<file path="src/rtl/l3_tx_serializer_if.sv">
// Bus bundle between the layer-3 pooled-result buffer, the serializer and the byte UART.
// The master modport is the serializer's view.
interface l3_tx_serializer_if #(
  parameter int DW = 18
);
  logic                   rd;
  logic [3:0][DW-1:0]     din;
  logic                   addr_rd_inc;
  logic                   tx_done;
  logic                   tx_rdy;
  logic                   trmt;
  logic [7:0]             tx_data;

  modport master (
    input  rd,
    input  din,
    input  tx_rdy,
    output addr_rd_inc,
    output tx_done,
    output trmt,
    output tx_data
  );

  modport slave (
    output rd,
    output din,
    output tx_rdy,
    input  addr_rd_inc,
    input  tx_done,
    input  trmt,
    input  tx_data
  );
endinterface

</file>
<file path="src/rtl/l3_tx_serializer.sv">
// Pops 4x18-bit pooled words from the layer-3 buffer and streams each one as 12 bytes
// (four sign-extended 24-bit lanes, lane 0 first, MSB byte first) to a byte UART.
//
// state | meaning
// IDLE  | wait for the buffer to report a word available
// WAIT  | cover the buffer read latency
// LOAD  | capture din into the shift register, advance the read pointer
// SEND  | offer the next byte once the UART is ready
// GAP   | guard cycle so the UART can drop tx_rdy; choose next byte, word or image end
// DONE  | pulse tx_done and rewind the word counter
module l3_tx_serializer #(
  parameter int NUM_WORDS = 16,
  parameter int DW        = 18
) (
  input  logic                 clk,
  input  logic                 rst_n,
  l3_tx_serializer_if.master   bus
);

  localparam int LW = 24;
  localparam int NUM_BYTES = 12;

  localparam logic [2:0] S_IDLE = 3'd0;
  localparam logic [2:0] S_WAIT = 3'd1;
  localparam logic [2:0] S_LOAD = 3'd2;
  localparam logic [2:0] S_SEND = 3'd3;
  localparam logic [2:0] S_GAP  = 3'd4;
  localparam logic [2:0] S_DONE = 3'd5;

  localparam logic [4:0] LAST_WORD = 5'(NUM_WORDS - 1);
  localparam logic [3:0] BYTES_PER_WORD = 4'(NUM_BYTES);

  logic [2:0]  state;
  logic [3:0]  byte_cnt;
  logic [4:0]  word_cnt;
  logic [95:0] shift;
  logic [95:0] load_word;
  logic [7:0]  tx_data_q;
  logic        send_byte;

  always_comb begin
    load_word = '0;
    for (int i = 0; i < 4; i++) begin
      load_word[95 - LW*i -: LW] = {{(LW-DW){bus.din[i][DW-1]}}, bus.din[i]};
    end
  end

  assign send_byte = (state == S_SEND) && bus.tx_rdy;

  always_ff @(posedge clk or negedge rst_n) begin
    if (!rst_n) begin
      state     <= S_IDLE;
      byte_cnt  <= '0;
      word_cnt  <= '0;
      shift     <= '0;
      tx_data_q <= '0;
    end else begin
      case (state)
        S_IDLE: begin
          if (bus.rd) state <= S_WAIT;
        end
        S_WAIT: begin
          state <= S_LOAD;
        end
        S_LOAD: begin
          shift    <= load_word;
          byte_cnt <= '0;
          state    <= S_SEND;
        end
        S_SEND: begin
          if (send_byte) begin
            tx_data_q <= shift[95:88];
            shift     <= {shift[87:0], 8'h00};
            byte_cnt  <= byte_cnt + 4'd1;
            state     <= S_GAP;
          end
        end
        S_GAP: begin
          if (byte_cnt < BYTES_PER_WORD) begin
            state <= S_SEND;
          end else if (word_cnt == LAST_WORD) begin
            state <= S_DONE;
          end else begin
            word_cnt <= word_cnt + 5'd1;
            state    <= S_IDLE;
          end
        end
        S_DONE: begin
          word_cnt <= '0;
          state    <= S_IDLE;
        end
        default: begin
          state <= S_IDLE;
        end
      endcase
    end
  end

  // The byte is presented combinationally on the trmt cycle and held afterwards.
  assign bus.trmt        = send_byte;
  assign bus.tx_data     = send_byte ? shift[95:88] : tx_data_q;
  assign bus.addr_rd_inc = (state == S_LOAD);
  assign bus.tx_done     = (state == S_DONE);

endmodule

</file>
<file path="src/flat_wrapper.sv">
// flat-port wrapper written by rule: the top's interface ports become plain ports
module l3_tx_serializer_flat 
#(
  parameter int NUM_WORDS = 16,
  parameter int DW        = 18
)
  (clk, rst_n, bus_rd, bus_din, bus_tx_rdy, bus_addr_rd_inc, bus_tx_done, bus_trmt, bus_tx_data);
  l3_tx_serializer_if #(.DW(DW)) bus_i ();
  input  logic clk;
  input  logic rst_n;
  input wire logic [$bits(bus_i.rd)-1:0] bus_rd;
  input wire logic [$bits(bus_i.din)-1:0] bus_din;
  input wire logic [$bits(bus_i.tx_rdy)-1:0] bus_tx_rdy;
  output wire logic [$bits(bus_i.addr_rd_inc)-1:0] bus_addr_rd_inc;
  output wire logic [$bits(bus_i.tx_done)-1:0] bus_tx_done;
  output wire logic [$bits(bus_i.trmt)-1:0] bus_trmt;
  output wire logic [$bits(bus_i.tx_data)-1:0] bus_tx_data;
  assign bus_i.rd = bus_rd;
  assign bus_i.din = bus_din;
  assign bus_i.tx_rdy = bus_tx_rdy;
  assign bus_addr_rd_inc = bus_i.addr_rd_inc;
  assign bus_tx_done = bus_i.tx_done;
  assign bus_trmt = bus_i.trmt;
  assign bus_tx_data = bus_i.tx_data;
  l3_tx_serializer #(.NUM_WORDS(NUM_WORDS), .DW(DW)) u_core (.clk(clk), .rst_n(rst_n), .bus(bus_i));
endmodule
</file>
<file path="config.mk">
export PLATFORM = sky130hd
export DESIGN_NAME = l3_tx_serializer_flat
export DESIGN_NICKNAME = d
export VERILOG_FILES = /design/src/rtl/l3_tx_serializer_if.sv /design/src/rtl/l3_tx_serializer.sv /design/src/flat_wrapper.sv
export SDC_FILE = /design/constraint.sdc
export NUM_CORES = 1
export LEC_CHECK = 0
export CORE_MARGIN = 1
export CORE_UTILIZATION = 55
export CTS_CLUSTER_SIZE = 24
export DETAILED_ROUTE_END_ITERATION = 10
export GPL_ROUTABILITY_DRIVEN = 0
export PLACE_DENSITY = 0.89
export SETUP_SLACK_MARGIN = 0.5
export SLEW_MARGIN = 20
export SYNTH_ARGS = -nofsm -noshare
export SYNTH_HDL_FRONTEND = slang
export SYNTH_SLANG_ARGS = --single-unit
</file>
<file path="constraint.sdc">
create_clock -name clk -period 3.1 [get_ports clk]
set_input_delay 0.465 -clock clk [delete_from_list [all_inputs] [get_ports clk]]
set_output_delay 0.465 -clock clk [all_outputs]
set_load 0.01 [all_outputs]
</file>
==> results of run 1 <==
## placed cells by master, fill, tap and decap left out, types with 5 or more instances in the layout
master / instances
dfrtp_1: 114
nor2_1: 5
clkbuf_16: 16
a221o_1: 14
clkdlybuf4s50_1: 85
a31oi_1: 74
o21ai_0: 6
clkbuf_8: 7
inv_1: 5
a22o_1: 9
buf_4: 15
nand2_1: 172
nor3_1: 74
## sequential cells by signal, indices dropped and copies added (netlist names)
register / cells
u_core.shift: 96
u_core.state: 3
u_core.byte_cnt: 4
u_core.word_cnt: 5
u_core.tx_data_q: 8
## cell families after synthesis
kind of cell	count (synthesis)	share of synthesized area, %
AND/OR/NAND/NOR	277	23.6
buffers and inverters	58	5.00
adder cells (fa/ha/maj)	3	0.717
AO/OA/AOI/OAI	115	15.2
flip-flops	116	55.4
## repair_timing
action | in CTS | in global routing
buffers inserted | 3 | 2
hold endpoints to repair | 30 | 0
endpoints found under the setup margin | 10 | 8
gates resized for setup | 4 | 2
hold buffers | 1 | 0
## power breakdown
group	internal (mW)	leakage [nW]	switching (mW)	total (mW)
registers	2.28	1.35	0.465	2.75
logic	1.34	1.26	1.93	3.27
clock network	1.35	0.303	0.663	2.01
## per-stage QoR
stage	power (mW)	instance area (µm²)	cells	hold WS [ns]	utilization [%]
6_report	8.03	6840	783	0.433	74.0
3_3_place_gp	5.70	6150	745	0.421	66.6
5_1_grt	8.51	6840	783	0.448	74.0
2_1_floorplan	4.95	5240	569	0.169	-
3_5_place_dp	5.87	6150	745	0.426	66.6
4_1_cts	7.98	6810	781	0.435	73.7
## metal layers
layer  vias up  share of wire [%]
met5         -                  0
met4         0                2.5
met3        33                6.7
met2       224                 49
met1      2281                 41
li1       2158                  -
## worst paths after layout
path	startpoint	end	slack (ns)
setup / recovery	u_core.state[2]	bus_tx_data[7]	0.56
hold / removal	rst_n	u_core.word_cnt[1]	0.43
setup reg to reg	u_core.state[0]	u_core.shift[61]	0.81
hold reg to reg	u_core.tx_data_q[6]	u_core.tx_data_q[6]	0.47
max in group asynchronous	rst_n	u_core.tx_data_q[3]	1.91
min in group clk	u_core.tx_data_q[6]	u_core.tx_data_q[6]	0.47
## area by class of cell
| class | count | area, µm² |
|---|---|---|
| clock buffers | 24 | 500 |
| fillers | 594 | 2400 |
| flip-flops and latches | 116 | 2910 |
| clock inverters | 8 | 120 |
| inverters | 6 | 27.5 |
| well taps | 129 | 161 |
| repair buffers | 105 | 1050 |
| multi-input cells | 395 | 2070 |
==> impl_metrics.csv, run 1 <==
group,metric,value,unit
synthesis,yosysWarnings,0,
setup_path,cp-end-kind,"output port",
synthesis,syn_nets,648,
setup_path,cp_slowest_cell,"clkdlybuf4s50_1",
timing,layout_setup_ws,0.559,ns
floorplanning,rows,35,
synthesis,yosys.area.top_type,"dfrtp_1",
floorplanning,coreArea,0.00924,mm²
setup_path,cp_cell_sequence,"nand4b_4, clkinv_4, nand2_1, nand2_1, clkdlybuf4s50_1",
timing,grt_setup_unrepaired,"no",
placed_design,dp_hpwl,7.92,mm
setup_path,critPathMaxStageDelay,0.54,ns
setup_path,rr_worst_depth,6,
setup_path,cp_max_fo,11,
synthesis,ys_ff_latch,116,
synthesis,ys_types,37,
detailed_routing,wl,13.4,mm
cells_and_area,drive_gt1_share,8.87,%
clock_tree,cts_tree,"yes",
setup_path,path_buf_inv,2,
timing,setup_tns,0,ns
run,cap_violations,0,
timing,finalClockSkew,0.00953,ns
floorplanning,ios,87,
timing,finalCritPeriodShare,82.0,%
synthesis,synth_edf_count,0,
timing,hold_viol_final,0,
clock_tree,clkTransAtPathRegs,0.06,ns
global_route,gr-usage-met1,37.3,%
global_route,antenna_found_initial,0,
floorplanning,die_y,99.6,µm
run_status,status,"completed",
clock_tree,htreeDepth,4,
hold_path,hold_class,"in -> async",
timing,worst_slew_pin_slew,0.988,ns
setup_path,required,2.63,ns
synthesis,yosys.area.top_type_share,55.4,%
synthesis,async_reset_ff_share,100,%
floorplanning,die_area,0.00991,mm²
synthesis,synthesis.area,0.00524,mm²
cells_and_area,nets,720,
setup_path,critPathTopFamily,"buffers and inverters",
detailed_routing,firstDrtPassIters,5,
detailed_routing,drc_errors,0,
power_and_ir_drop,ir_drop,760,µV
global_route,grtUsageMet3,6.32,%
floorplanning,die_width,99.6,µm
synthesis,yosysMostFrequentCell,"nand2_1",
clock_tree,clkSinkCount,116,
setup_path,path_class,"reg -> out",
timing,setup_viol,0,
synthesis,synth_area_per_cell,9.20,µm²
global_route,grt_use_met2,45.7,%
detailed_routing,dr_total_vias,4696,
synthesis,synth_common_cells,"nand2_1 (172), dfrtp_1 (116), a31oi_1 (74), nor3_1 (74), clkbuf_1 (25)",
global_route,first_global_vias,4505,
cells_and_area,antenna_cells,0,
placed_design,io_buffers,86,
detailed_routing,drt-initial-drc-count,370,
clock_tree,clock_latency,0.52,ns
global_route,grt_max_degree,87,
synthesis,yosysSeqAreaShare,55.4,%
cells_and_area,syn2layout_area_growth,30.6,%
placed_design,dpl_worst_slack,0.379,ns
setup_path,start_kind,"flip-flop",
synthesis,ys_top_cells_by_area,"dfrtp_1 (55%), nand2_1 (12%), a31oi_1 (8.8%), nor3_1 (7.1%), a221o_1 (2.7%)",
setup_path,worst-path-stages,5,
global_route,grt_pass1_wl,21.8,mm
clock_tree,cts_root_buf,"clkbuf_8",
power_and_ir_drop,p_per_area,1170,mW/mm²
synthesis,synthFlopType,"dfrtp_1",
global_route,grt.busiest_layer,"met2",
clock_tree,cts_buffers,17,
global_route,grt-ovfl-total,0,
timing,maxSlewHeadroom,34.1,%
global_route,grt_use_total,28.6,%
timing,post-route-min-period,2.54,ns
clock_tree,clock_path_buffers,2,
setup_path,cp.arrival,2.08,ns
floorplanning,start_util,56.7,%
synthesis,synthCells,569,
timing,fmax,393,MHz
power_and_ir_drop,leakage,2.92,nW
detailed_routing,via_per_inst,6.00,
detailed_routing,post_drt_wl_per_cell,17.1,µm
timing,slew_violations,0,
detailed_routing,ant_nets,0,
setup_path,path_common_cell,"nand2_1",
Note: power is estimated with default switching activity, not from simulation.
==> run 2, diff against run 1 <==
- CORE_UTILIZATION: 55 -> 48
- PLACE_DENSITY: 0.89 -> 0.83
- clock period: 3.1 -> 2.3 ns (I/O delays scaled with it)
==> impl_metrics.csv, run 2 (synthesis results as in run 1) <==
group,metric,value,unit
setup_path,required,2.71,ns
timing,grt_setup_unrepaired,"yes",
cells_and_area,syn2layout_area_growth,58.4,%
floorplanning,coreArea,0.0105,mm²
clock_tree,clkSinkCount,116,
power_and_ir_drop,p_per_area,1760,mW/mm²
global_route,grt_pass1_wl,24.4,mm
detailed_routing,met3_length,2.41,mm
clock_tree,clock_latency,0.53,ns
setup_path,worst-r2r-setup-slack,0.26,ns
setup_path,cp-end-kind,"flip-flop",
detailed_routing,firstDrtPassIters,5,
cells_and_area,n_fill_cell,566,
timing,fmax,491,MHz
run,cap_violations,0,
floorplanning,ios,87,
timing,slew_violations,0,
timing,maxSlewHeadroom,65.5,%
placed_design,dp_hpwl,8.38,mm
setup_path,rr_worst_depth,10,
run_status,status,"completed",
floorplanning,rows,37,
global_route,grt_use_total,27.8,%
cells_and_area,seqCellArea,0.00291,mm²
global_route,first_global_vias,5123,
global_route,antenna_found_initial,0,
cells_and_area,reg_top3,"u_core.shift (96), u_core.tx_data_q (8), u_core.word_cnt (5)",
setup_path,cp.arrival,2.45,ns
cells_and_area,most-common-layout-cells,"nand2_1 (156), dfrtp_1 (114), nor3_1 (74), clkdlybuf4s50_1 (74), a31oi_1 (63)",
detailed_routing,drt-initial-drc-count,786,
clock_tree,clkTransAtPathRegs,0.06,ns
placed_design,dpl_worst_slack,-0.0315,ns
cells_and_area,instances_no_fill,888,
timing,layout_setup_ws,0.264,ns
clock_tree,clock_path_buffers,2,
setup_path,start_kind,"flip-flop",
floorplanning,die_y,106,µm
detailed_routing,ant_nets,0,
timing,setup_viol,0,
timing,worst_slew_pin_slew,0.514,ns
power_and_ir_drop,ir_drop,850,µV
floorplanning,die_width,106,µm
detailed_routing,drc_errors,0,
cells_and_area,drive_gt1_share,27.5,%
hold_path,hold_class,"in -> async",
cells_and_area,antenna_cells,0,
detailed_routing,wl_met1,7.43,mm
global_route,grt_max_degree,49,
placed_design,dpl-instance-area,0.00624,mm²
setup_path,cp_max_fo,7,
timing,post-route-min-period,2.04,ns
placed_design,dp.cells,760,
detailed_routing,highest_layer,"met4",
detailed_routing,post_drt_wl_per_cell,24.3,µm
timing,finalCritPeriodShare,88.5,%
cells_and_area,multi_input_area,0.00232,mm²
setup_path,path_class,"reg -> reg",
timing,finalClockSkew,0.0102,ns
detailed_routing,dr_total_vias,5819,
placed_design,io_buffers,86,
floorplanning,start_util,50.0,%
clock_tree,cts_root_buf,"clkbuf_8",
floorplanning,die_area,0.0113,mm²
cells_and_area,utilization,79.3,%
global_route,grt-ovfl-total,0,
clock_tree,htreeDepth,4,
timing,hold_viol_final,0,
cells_and_area,largest-register,"u_core.shift",
detailed_routing,wl,21.6,mm
cells_and_area,final_common_cell,"nand2_1",
power_and_ir_drop,leakage,3.60,nW
cells_and_area,nets,818,
clock_tree,cts_buffers,17,
detailed_routing,met2_length,10.4,mm
detailed_routing,via_per_inst,6.55,
cells_and_area,final_area,0.00829,mm²
clock_tree,cts_tree,"yes",
cells_and_area,largest_register_ffs,96,
## run 2: cell count changes in the layout (fill, tap and decap cells not counted), moves of 3 or more
cell             before  now
buf_2                 0    5
nand2_4               0    7
nor2_4                0    3
nand2_2               0    9
buf_4                15   53
buf_12                3   11
clkbuf_16            16   30
clkdlybuf4s50_1      85   74
clkbuf_8              7    1
a31oi_1              74   63
nand2_1             172  156
a31oi_2               0    9
buf_6                 0   34
buf_8                 0    6
## run 2: report_power, final
group / leakage [nW] / internal [mW] / switching (mW) / total, mW
Clock: 0.282 / 1.66 / 1.06 / 2.72
Combinational: 1.97 / 3.90 / 4.10 / 8.00
Sequential: 1.35 / 3.08 / 0.766 / 3.84
Total: 3.60 / 8.63 / 5.93 / 14.6
## run 2: layout make-up
type	count	share of cell area, %
Inverter	6	0.332
Tap cell	136	2.05
Timing Repair Buffer	200	27.4
Clock inverter	15	2.19
Sequential cell	116	35.0
Clock buffer	17	4.99
Multi-Input combinational cell	398	28.0
## run 2: per-layer routing
layer / global-route usage (%) / vias up
met5: 0 / -
met1: 35.6 / 2784
met2: 45.5 / 530
met4: 12.3 / 0
met3: 5.89 / 139
li1: - / 2366
## run 2: stage by stage
step                      hold slack, ns  setup TNS [ns]  power [mW]
after floorplan                   0.0494               0        6.68
after global placement             0.337               0        7.81
after detailed placement           0.337          -0.206        8.03
after CTS                          0.360               0        11.5
after global routing               0.364               0        15.0
final                              0.339               0        14.6
## run 2: timing repair
item / in CTS / in global routing
pin swaps: 20 / 11
hold buffers: 1 / 0
resized for setup: 82 / 71
gates cloned: 1 / 25
setup endpoints to repair: 36 / 115
buffers inserted: 50 / 19
endpoints found under the hold margin: 35 / 0
## run 2: final timing paths
kind / start / to
hold / removal: rst_n / u_core.shift[0]
min in group clk: bus_din[52] / u_core.shift[40]
hold reg to reg: u_core.shift[38] / u_core.shift[46]
setup / recovery: u_core.state[2] / u_core.shift[60]
max in group asynchronous: rst_n / u_core.shift[41]
setup reg to reg: u_core.state[2] / u_core.shift[60]
## run 2: critical path, stage by stage, from the launching register on
cell and delay, ns:
dfrtp_1 0.39, buf_4 0.15, buf_6 0.11, nor3b_4 0.30, buf_4 0.19, buf_12 0.14
buf_12 0.12, buf_16 0.12, buf_12 0.11, nor3_1 0.05, a31oi_1 0.25
==> run 3, diff against run 2 <==
- CTS_CLUSTER_DIAMETER: default -> 200
- GPL_TIMING_DRIVEN: default -> 1
==> results of run 3 <==
Same layout as run 2: the final DEF is identical, and so are final timing and power.
